File: src/rtl/fir_pkg.sv
// Shared definitions for the FIR tap sequencer: state encoding and default tap geometry.
package fir_pkg;

  localparam int TAPS_DEF   = 6;
  localparam int BITS_I_DEF = 3;

  localparam logic [2:0] IDLE  = 3'd0;
  localparam logic [2:0] CLEAR = 3'd1;
  localparam logic [2:0] ACCUM = 3'd2;
  localparam logic [2:0] SHIFT = 3'd3;
  localparam logic [2:0] DONE  = 3'd4;

  typedef enum logic [2:0] {
    S_IDLE  = IDLE,
    S_CLEAR = CLEAR,
    S_ACCUM = ACCUM,
    S_SHIFT = SHIFT,
    S_DONE  = DONE
  } state_t;

endpackage

File: src/rtl/fir_tap_sequencer_if.sv
// Control bus between the sample source / FIR datapath (master) and the tap sequencer (slave).
// START is a single-cycle request with no ready: it is accepted only in IDLE or DONE and dropped otherwise.
interface fir_tap_sequencer_if #(
  parameter int BITS_I = 3
);

  logic              START;
  logic [BITS_I-1:0] I;
  logic              CLR;
  logic              EN;
  logic              SHIFT;
  logic              DONE;
  logic              BUSY;
  logic              OVR;

  modport master (
    output START,
    input  I, CLR, EN, SHIFT, DONE, BUSY, OVR
  );

  modport slave (
    input  START,
    output I, CLR, EN, SHIFT, DONE, BUSY, OVR
  );

endinterface

File: src/rtl/fir_tap_cnt.sv
// Loadable tap counter; holds at TAPS and flags terminal count so the select never runs past the last tap.
module fir_tap_cnt #(
  parameter int W    = 3,
  parameter int TAPS = 6
) (
  input  logic         clk_i,
  input  logic         rst_i,
  input  logic         load_i,
  input  logic [W-1:0] load_val_i,
  input  logic         en_i,
  output logic [W-1:0] cnt_o,
  output logic         tc_o
);

  localparam logic [W-1:0] TC_VAL = W'(TAPS);

  logic [W-1:0] cnt_q, cnt_d;

  always_comb begin
    cnt_d = cnt_q;
    if (load_i) begin
      cnt_d = load_val_i;
    end else if (en_i && (cnt_q != TC_VAL)) begin
      cnt_d = cnt_q + W'(1);
    end
  end

  always_ff @(posedge clk_i) begin
    if (rst_i) begin
      cnt_q <= '0;
    end else begin
      cnt_q <= cnt_d;
    end
  end

  assign cnt_o = cnt_q;
  assign tc_o  = (cnt_q == TC_VAL);

endmodule

File: src/rtl/fir_tap_sequencer.sv
// Sequences clear / tap accumulate / delay-line shift / done for a time-multiplexed FIR MAC.
// Optional sticky overrun flag enabled by defining FIR_TAP_SEQUENCER_OVR_EN.
module fir_tap_sequencer
  import fir_pkg::*;
#(
  parameter int bits_I = BITS_I_DEF,
  parameter int TAPS   = TAPS_DEF
) (
  input  logic                 CLK,
  input  logic                 RST,
  fir_tap_sequencer_if.slave   seq_if,
  output state_t               dbg_state_o
);

  state_t              state_q, state_d;
  logic                cnt_load, cnt_en, cnt_tc;
  logic [bits_I-1:0]   cnt_load_val, cnt;
  logic                clr_q, en_q, shift_q, done_q, busy_q;

  fir_tap_cnt #(
    .W    (bits_I),
    .TAPS (TAPS)
  ) u_cnt (
    .clk_i      (CLK),
    .rst_i      (RST),
    .load_i     (cnt_load),
    .load_val_i (cnt_load_val),
    .en_i       (cnt_en),
    .cnt_o      (cnt),
    .tc_o       (cnt_tc)
  );

  always_comb begin
    state_d      = state_q;
    cnt_load     = 1'b0;
    cnt_load_val = '0;
    cnt_en       = 1'b0;
    unique case (state_q)
      S_IDLE:  if (seq_if.START) state_d = S_CLEAR;
      S_CLEAR: begin
        state_d      = S_ACCUM;
        cnt_load     = 1'b1;
        cnt_load_val = bits_I'(1);
      end
      S_ACCUM: begin
        // Park the counter at 0 on the last tap so I never shows a value outside 1..TAPS.
        if (cnt_tc) begin
          state_d  = S_SHIFT;
          cnt_load = 1'b1;
        end else begin
          cnt_en = 1'b1;
        end
      end
      S_SHIFT: state_d = S_DONE;
      S_DONE:  state_d = seq_if.START ? S_CLEAR : S_IDLE;
      default: state_d = S_IDLE;
    endcase
  end

  always_ff @(posedge CLK) begin
    if (RST) begin
      state_q <= S_IDLE;
      clr_q   <= 1'b0;
      en_q    <= 1'b0;
      shift_q <= 1'b0;
      done_q  <= 1'b0;
      busy_q  <= 1'b0;
    end else begin
      state_q <= state_d;
      clr_q   <= (state_d == S_CLEAR);
      en_q    <= (state_d == S_ACCUM);
      shift_q <= (state_d == S_SHIFT);
      done_q  <= (state_d == S_DONE);
      busy_q  <= (state_d != S_IDLE);
    end
  end

  assign seq_if.I     = (state_q == S_ACCUM) ? cnt : '0;
  assign seq_if.CLR   = clr_q;
  assign seq_if.EN    = en_q;
  assign seq_if.SHIFT = shift_q;
  assign seq_if.DONE  = done_q;
  assign seq_if.BUSY  = busy_q;
  assign dbg_state_o  = state_q;

`ifdef FIR_TAP_SEQUENCER_OVR_EN
  logic ovr_q, ovr_evt;

  always_comb begin
    ovr_evt = seq_if.START &&
              ((state_q == S_CLEAR) || (state_q == S_ACCUM) || (state_q == S_SHIFT));
  end

  always_ff @(posedge CLK) begin
    if (RST) begin
      ovr_q <= 1'b0;
    end else if (ovr_evt) begin
      ovr_q <= 1'b1;
    end
  end

  assign seq_if.OVR = ovr_q;
`else
  assign seq_if.OVR = 1'b0;
`endif

endmodule

File: src/flat_wrapper.sv
// flat-port wrapper written by rule: the top's interface ports become plain ports
module fir_tap_sequencer_flat import fir_pkg::*;
#(
  parameter int bits_I = BITS_I_DEF,
  parameter int TAPS   = TAPS_DEF
)
  (CLK, RST, dbg_state_o, seq_if_START, seq_if_I, seq_if_CLR, seq_if_EN, seq_if_SHIFT, seq_if_DONE, seq_if_BUSY, seq_if_OVR);
  fir_tap_sequencer_if #(.BITS_I(3)) seq_if_i ();
  input  logic CLK;
  input  logic RST;
  output state_t dbg_state_o;
  input wire logic [$bits(seq_if_i.START)-1:0] seq_if_START;
  output wire logic [$bits(seq_if_i.I)-1:0] seq_if_I;
  output wire logic [$bits(seq_if_i.CLR)-1:0] seq_if_CLR;
  output wire logic [$bits(seq_if_i.EN)-1:0] seq_if_EN;
  output wire logic [$bits(seq_if_i.SHIFT)-1:0] seq_if_SHIFT;
  output wire logic [$bits(seq_if_i.DONE)-1:0] seq_if_DONE;
  output wire logic [$bits(seq_if_i.BUSY)-1:0] seq_if_BUSY;
  output wire logic [$bits(seq_if_i.OVR)-1:0] seq_if_OVR;
  assign seq_if_i.START = seq_if_START;
  assign seq_if_I = seq_if_i.I;
  assign seq_if_CLR = seq_if_i.CLR;
  assign seq_if_EN = seq_if_i.EN;
  assign seq_if_SHIFT = seq_if_i.SHIFT;
  assign seq_if_DONE = seq_if_i.DONE;
  assign seq_if_BUSY = seq_if_i.BUSY;
  assign seq_if_OVR = seq_if_i.OVR;
  fir_tap_sequencer #(.bits_I(bits_I), .TAPS(TAPS)) u_core (.CLK(CLK), .RST(RST), .seq_if(seq_if_i), .dbg_state_o(dbg_state_o));
endmodule
File: config.mk
export PLATFORM = sky130hd
export DESIGN_NAME = fir_tap_sequencer_flat
export DESIGN_NICKNAME = d
export VERILOG_FILES = /design/src/rtl/fir_pkg.sv /design/src/rtl/fir_tap_sequencer_if.sv /design/src/rtl/fir_tap_cnt.sv /design/src/rtl/fir_tap_sequencer.sv /design/src/flat_wrapper.sv
export SDC_FILE = /design/constraint.sdc
export NUM_CORES = 1
export LEC_CHECK = 0
export ABC_CLOCK_PERIOD_IN_PS = 1500
export BUFFER_PORTS_ARGS = -buffer_cell sky130_fd_sc_hd__buf_2
export CAP_MARGIN = 15
export CORE_AREA = 2 2 39 41
export CTS_BUF_LIST = sky130_fd_sc_hd__clkbuf_4
export DETAILED_ROUTE_END_ITERATION = 10
export DIE_AREA = 0 0 41 43
export SETUP_SLACK_MARGIN = 0.2
export SYNTH_ARGS = -nofsm -noshare
export SYNTH_HDL_FRONTEND = slang
export SYNTH_SLANG_ARGS = --single-unit
File: constraint.sdc
create_clock -name CLK -period 1.5 [get_ports CLK]
set_input_delay 0.075 -clock CLK [delete_from_list [all_inputs] [get_ports CLK]]
set_output_delay 0.075 -clock CLK [all_outputs]
set_load 0.1 [all_outputs]
# Word level (Yosys, flattened, before mapping)
# Index checks and enable logic that the tools add are counted.
[word_totals] reg_bits=11 input_bits=3 word_cells=34 output_inout_bits=12
[op_classes] reduce_logical=4 addsub=1 mux=12 eq_ne=10
[ops] cell="3-bit 2-to-1 mux" count=5
[ops] cell="3-bit case mux with 5 select lines" count=1
[ops] cell="3-bit by 2-bit equality test with 1-bit output (second input constant)" count=4
[ops] cell="3-bit equality test (second input constant)" count=3
[ops] cell="3-bit by 1-bit equality test with 1-bit output (second input constant)" count=2
[ops] cell="1-bit 2-to-1 mux" count=5
[ops] cell="3-bit by 1-bit adder with 3-bit output (second input constant)" count=1
[ops] cell="3-bit zero test" count=1
[ops] cell="3-bit != test (second input constant)" count=1
[ops] cell="3-bit nonzero test" count=1
[ops] cell="1-bit case mux with 2 select lines" count=1
[ops] cell="2-bit nonzero test" count=1
[ops] cell="1-bit logical AND" count=1

# Longest topological paths before layout
[depth] ltp_word=6 depth_mapped=5 mapped_depth_nobuf=5

# Modules after synthesis
# From an unflattened synthesis, not the netlist that was laid out.
[unflattened] hier_cells=57 area_unflattened_um2=533.0
[modules_own_cells] module="fir_tap_sequencer" cells_each=36 area_per_inst_um2=350.3 seq_area_each_um2=160.2 instances=1
[modules_own_cells] module="fir_tap_cnt" cells_each=21 area_per_inst_um2=182.7 seq_area_each_um2=60.1 instances=1

# Worst setup path before layout
# OpenSTA, ideal clock, no wires.
[synth_path] path_type="flip-flop to output port" start="register u_core.state_q[0], in the netlist u_core.dbg_state_o[0]" end="output seq_if_I[0]" stages_incl_launch_ff=4 path_slack_ns=-1.759 required_ns=1.425 arrival_ns=3.184 path_buffers=1 path_cell_list="dfxtp_1 -> buf_2 -> nand2b_1 -> nor3_1"
[synth_via] elab_chain_cells=2
[synth_lines] item="from (decl)" line_no="fir_tap_sequencer.sv:15" source="state_t state_q, state_d;"
[synth_lines] item="from (signal assigned)" line_no="fir_tap_sequencer.sv:69" source="state_q <= state_d;"
[synth_lines] item="3-bit by 2-bit equality test with 1-bit output" line_no="fir_tap_sequencer.sv:78" source="assign seq_if.I = (state_q == S_ACCUM) ? cnt : '0;"
[synth_lines] item="3-bit 2-to-1 mux" line_no="fir_tap_sequencer.sv:78"
[synth_lines] item="to (decl)" line_no="flat_wrapper.sv:13" source="output wire logic [$bits(seq_if_i.I)-1:0] seq_if_I;"
# No other way between the ends.

# Worst setup path after layout
[layout_path] start="register u_core.state_q[2], in the netlist u_core.dbg_state_o[2]" end="output seq_if_I[1]"
# Same word-level chain as after synthesis.

==> impl_metrics.yaml <==
outcome:
  status: "finished, final reports clean"
logic_synthesis:
  synth-simple-area-share: 0.2525
  synth-seq-area-share: 0.4400
  synthMuxAreaShare: 0
  synth_cells: 56
  synth_compound_area_frac: 0.1675
  synth-xor-area-share: 0.01750
  synth_area_leader_cell: "dfxtp_1"
  synth_area_leaders: "dfxtp_1 (44%), nand2b_1 (6.3%), nor3_1 (6.0%)"
  synth.distinct_cells: 25
  synth_top_area_frac: 0.4400
  synth_top_family_by_area: "simple AND/OR/NAND/NOR gates"
  synthesis.nets: 61
  postSynthAreaPerCell_sq_um: 8.937
  ys_warn_count: 0
  synth_area_sq_um: 500.5
  ys_ff_latch: 11
  synth_fa_ha_area_frac: 0.05000
floorplanning:
  die_x_um: 41
  start_util: 0.3617
  io_pins: 15
  dieArea_sq_mm: 0.001763
  coreArea_sq_mm: 0.001384
  die_h_um: 43
  num_rows: 14
placement:
  routabilityCongestion: 0.7536
  place.port_buffers: 13
  place_ws_ns: 0.2680
  hpwlAfterDp_um: 700.9
  placed_cells: 80
power_and_ir_drop:
  combPwrFrac: 0.306
  p_per_area_mw_per_mm2: 995.3
  switchingPower_uw: 273.6
  sw_frac_of_total: 0.3521
  p_int_uw: 503.5
  p_leak_nw: 0.3372
  pwr-share-clk: 0.276
  power_uw: 777.1
  irDropWorstVdd_mv: 0.3602
  seqPwrFrac: 0.418
worst_setup_path:
  r2r_cells: 5
  critPathLaunch: "u_core.dbg_state_o[2]"
  cp_max_fo: 6
  worstSetupPathType: "reg -> out"
  rr_startpoint: "u_core.u_cnt.cnt_o[0]"
  required_ns: 1.42
  arrival_ns: 1.23
  critPathCaptureType: "primary output"
  cp-start-kind: "flop"
  rrSetupSlack_ns: 0.28
  r2r-end: "u_core.seq_if.EN"
finish:
  syn2layout_area_growth_pct: 56.00
  antenna_cells: 0
  final_core_util: 0.5642
  fillers: 129
  seqCellArea_sq_um: 232.7
  multi_input_area_sq_um: 282.8
  final_cell_count_no_fill: 93
  drive_above_1_share: 0.4545
  finalNetCount: 83
route:
  vias: 463
  drcViolationCount: 0
  viasPerCell: 4.978
  first_iter_violations: 5
  drt-total-wl_um: 1130
  wl_per_cell_um: 12.15
  ant_nets: 0
  drtPass1Iterations: 4
timing:
  slew_viol_final: 0
  timing.final.crit_share: 0.8723
  hold_violations: 0
  grt_setup_unrepaired: "yes"
  fmax_mhz: 764.3
  period_minus_slack_ns: 1.308
  setup_violations: 0
  fin_skew_ns: 0.002392
  whs_ns: 0.05966
  worst_slack_ns: 0.1916
cts:
  cts_tree: "built"
  cts-root-buf: "clkbuf_4"
  htreeDepth: 1
  cts_buffers: 3
  worstSkewPairLatency_ns: 0.26
  cts.sinks: 11
  cts.clk_slew.worst_paths_ns: 0.07
  clockBufferDepth: 2
global_routing:
  grt_max_degree: 15
  antenna_found_initial: 0
  grtUsageTotal: 0.1496
  grt_pass1_vias: 388
  grt_pass1_wl_um: 1718
  gr-total-overflow: 0
min_path:
  holdPathStages: 3
  hp-start: "seq_if_START"
  min_path_type: "in -> reg"
  holdPathEnd: "u_core.seq_if.BUSY"
run:
  maxCapViolations: 0
## power by group through the flow
stage	logic [mW]	registers (mW)	clock network (mW)
2_1_floorplan	0.0894	0.416	0
3_3_place_gp	0.190	0.338	0
3_5_place_dp	0.191	0.338	0
4_1_cts	0.208	0.329	0.221
5_1_grt	0.253	0.327	0.241
6_report	0.238	0.325	0.214
## cell usage in the layout (no fill, tap or decap), types with 2 or more instances in the layout
cell / instances
o21ai_0: 3
and2_4: 2
nand2_1: 2
clkbuf_4: 4
dfxtp_4: 3
buf_12: 5
buf_4: 6
dfxtp_1: 7
a21oi_1: 3
a211oi_1: 2
buf_2: 10
nand2b_1: 4
ha_1: 2
inv_1: 2
nor3_1: 5
## critical path, stage by stage (launching register included)
cell and delay [ns]:
dfxtp_4 0.38, nor3b_4 0.23, and2_4 0.19, buf_12 0.16
## stage by stage
step / setup TNS (ns) / area [sq um]
after global placement: 0 / 640.6
after floorplan: -0.1378 / 543.0
after CTS: 0 / 699.4
after detailed placement: 0 / 640.6
after global routing: 0 / 780.7
final: 0 / 780.7
## synthesized netlist by cell type
cell type and instances:
dfxtp_1 11, a21o_1 1, o21bai_1 1, nand3b_1 1, inv_1 2, nand4_1 1, xnor2_1 1, conb_1 1
nor3_1 6, buf_4 1, or3_1 1, a32oi_1 1, o21ai_0 3, o31ai_1 1, a21oi_1 3, nand4b_1 1
nor3b_2 1, a211oi_1 3, nand2b_1 5, ha_1 2, buf_2 2, nand2_1 2, and2_1 2, clkbuf_1 2
nor2_1 1
## how the worst max path moves through the flow
stage	to	depth (start not counted)
detailed placement	u_core.u_cnt.cnt_o[2]	3
floorplan	seq_if_I[0]	3
finish	seq_if_I[1]	3
global placement	u_core.u_cnt.cnt_o[2]	3
CTS	seq_if_I[1]	3
global route	seq_if_I[1]	3
## state kept, by name (all words and copies together), names as in the netlist
name	flops
u_core.seq_if.CLR	1
u_core.seq_if.DONE	1
u_core.seq_if.EN	1
u_core.u_cnt.cnt_o	3
u_core.seq_if.SHIFT	1
u_core.seq_if.BUSY	1
u_core.dbg_state_o	3
## per-layer routing
layer  wire [um]  up-vias  track usage
met2         528       15       0.1938
li1            -      241            -
met4          25        0      0.09333
met5           0        -            0
met3          77        4      0.06806
met1         499      203       0.1929
## what timing repair did
action                                  4_1_cts  5_1_grt
pin swaps                                     1        1
gates resized for setup                       1        2
endpoints found under the setup margin        3        5
hold buffers                                  0        0
buffers inserted                              3        6
endpoints found under the hold margin         0        0
## final cells by class
class / count / area share
clock buffers: 4 / 0.03846
inverters: 2 / 0.009615
multi-input cells: 38 / 0.3622
flip-flops and latches: 11 / 0.2981
well taps: 16 / 0.02564
repair buffers: 22 / 0.2660
## cell families (layout without fill, tap and decap cells)
| logic type | count (synthesis) | in the layout |
|---|---|---|
| buffers and inverters | 7 | 28 |
| XOR/XNOR | 1 | 1 |
| AND/OR/NAND/NOR | 21 | 21 |
| other | 1 | 1 |
| AO/OA/AOI/OAI | 13 | 13 |
| adder cells (fa/ha/maj) | 2 | 2 |
| flip-flops | 11 | 11 |
Note: power is estimated with default switching activity, not from simulation.
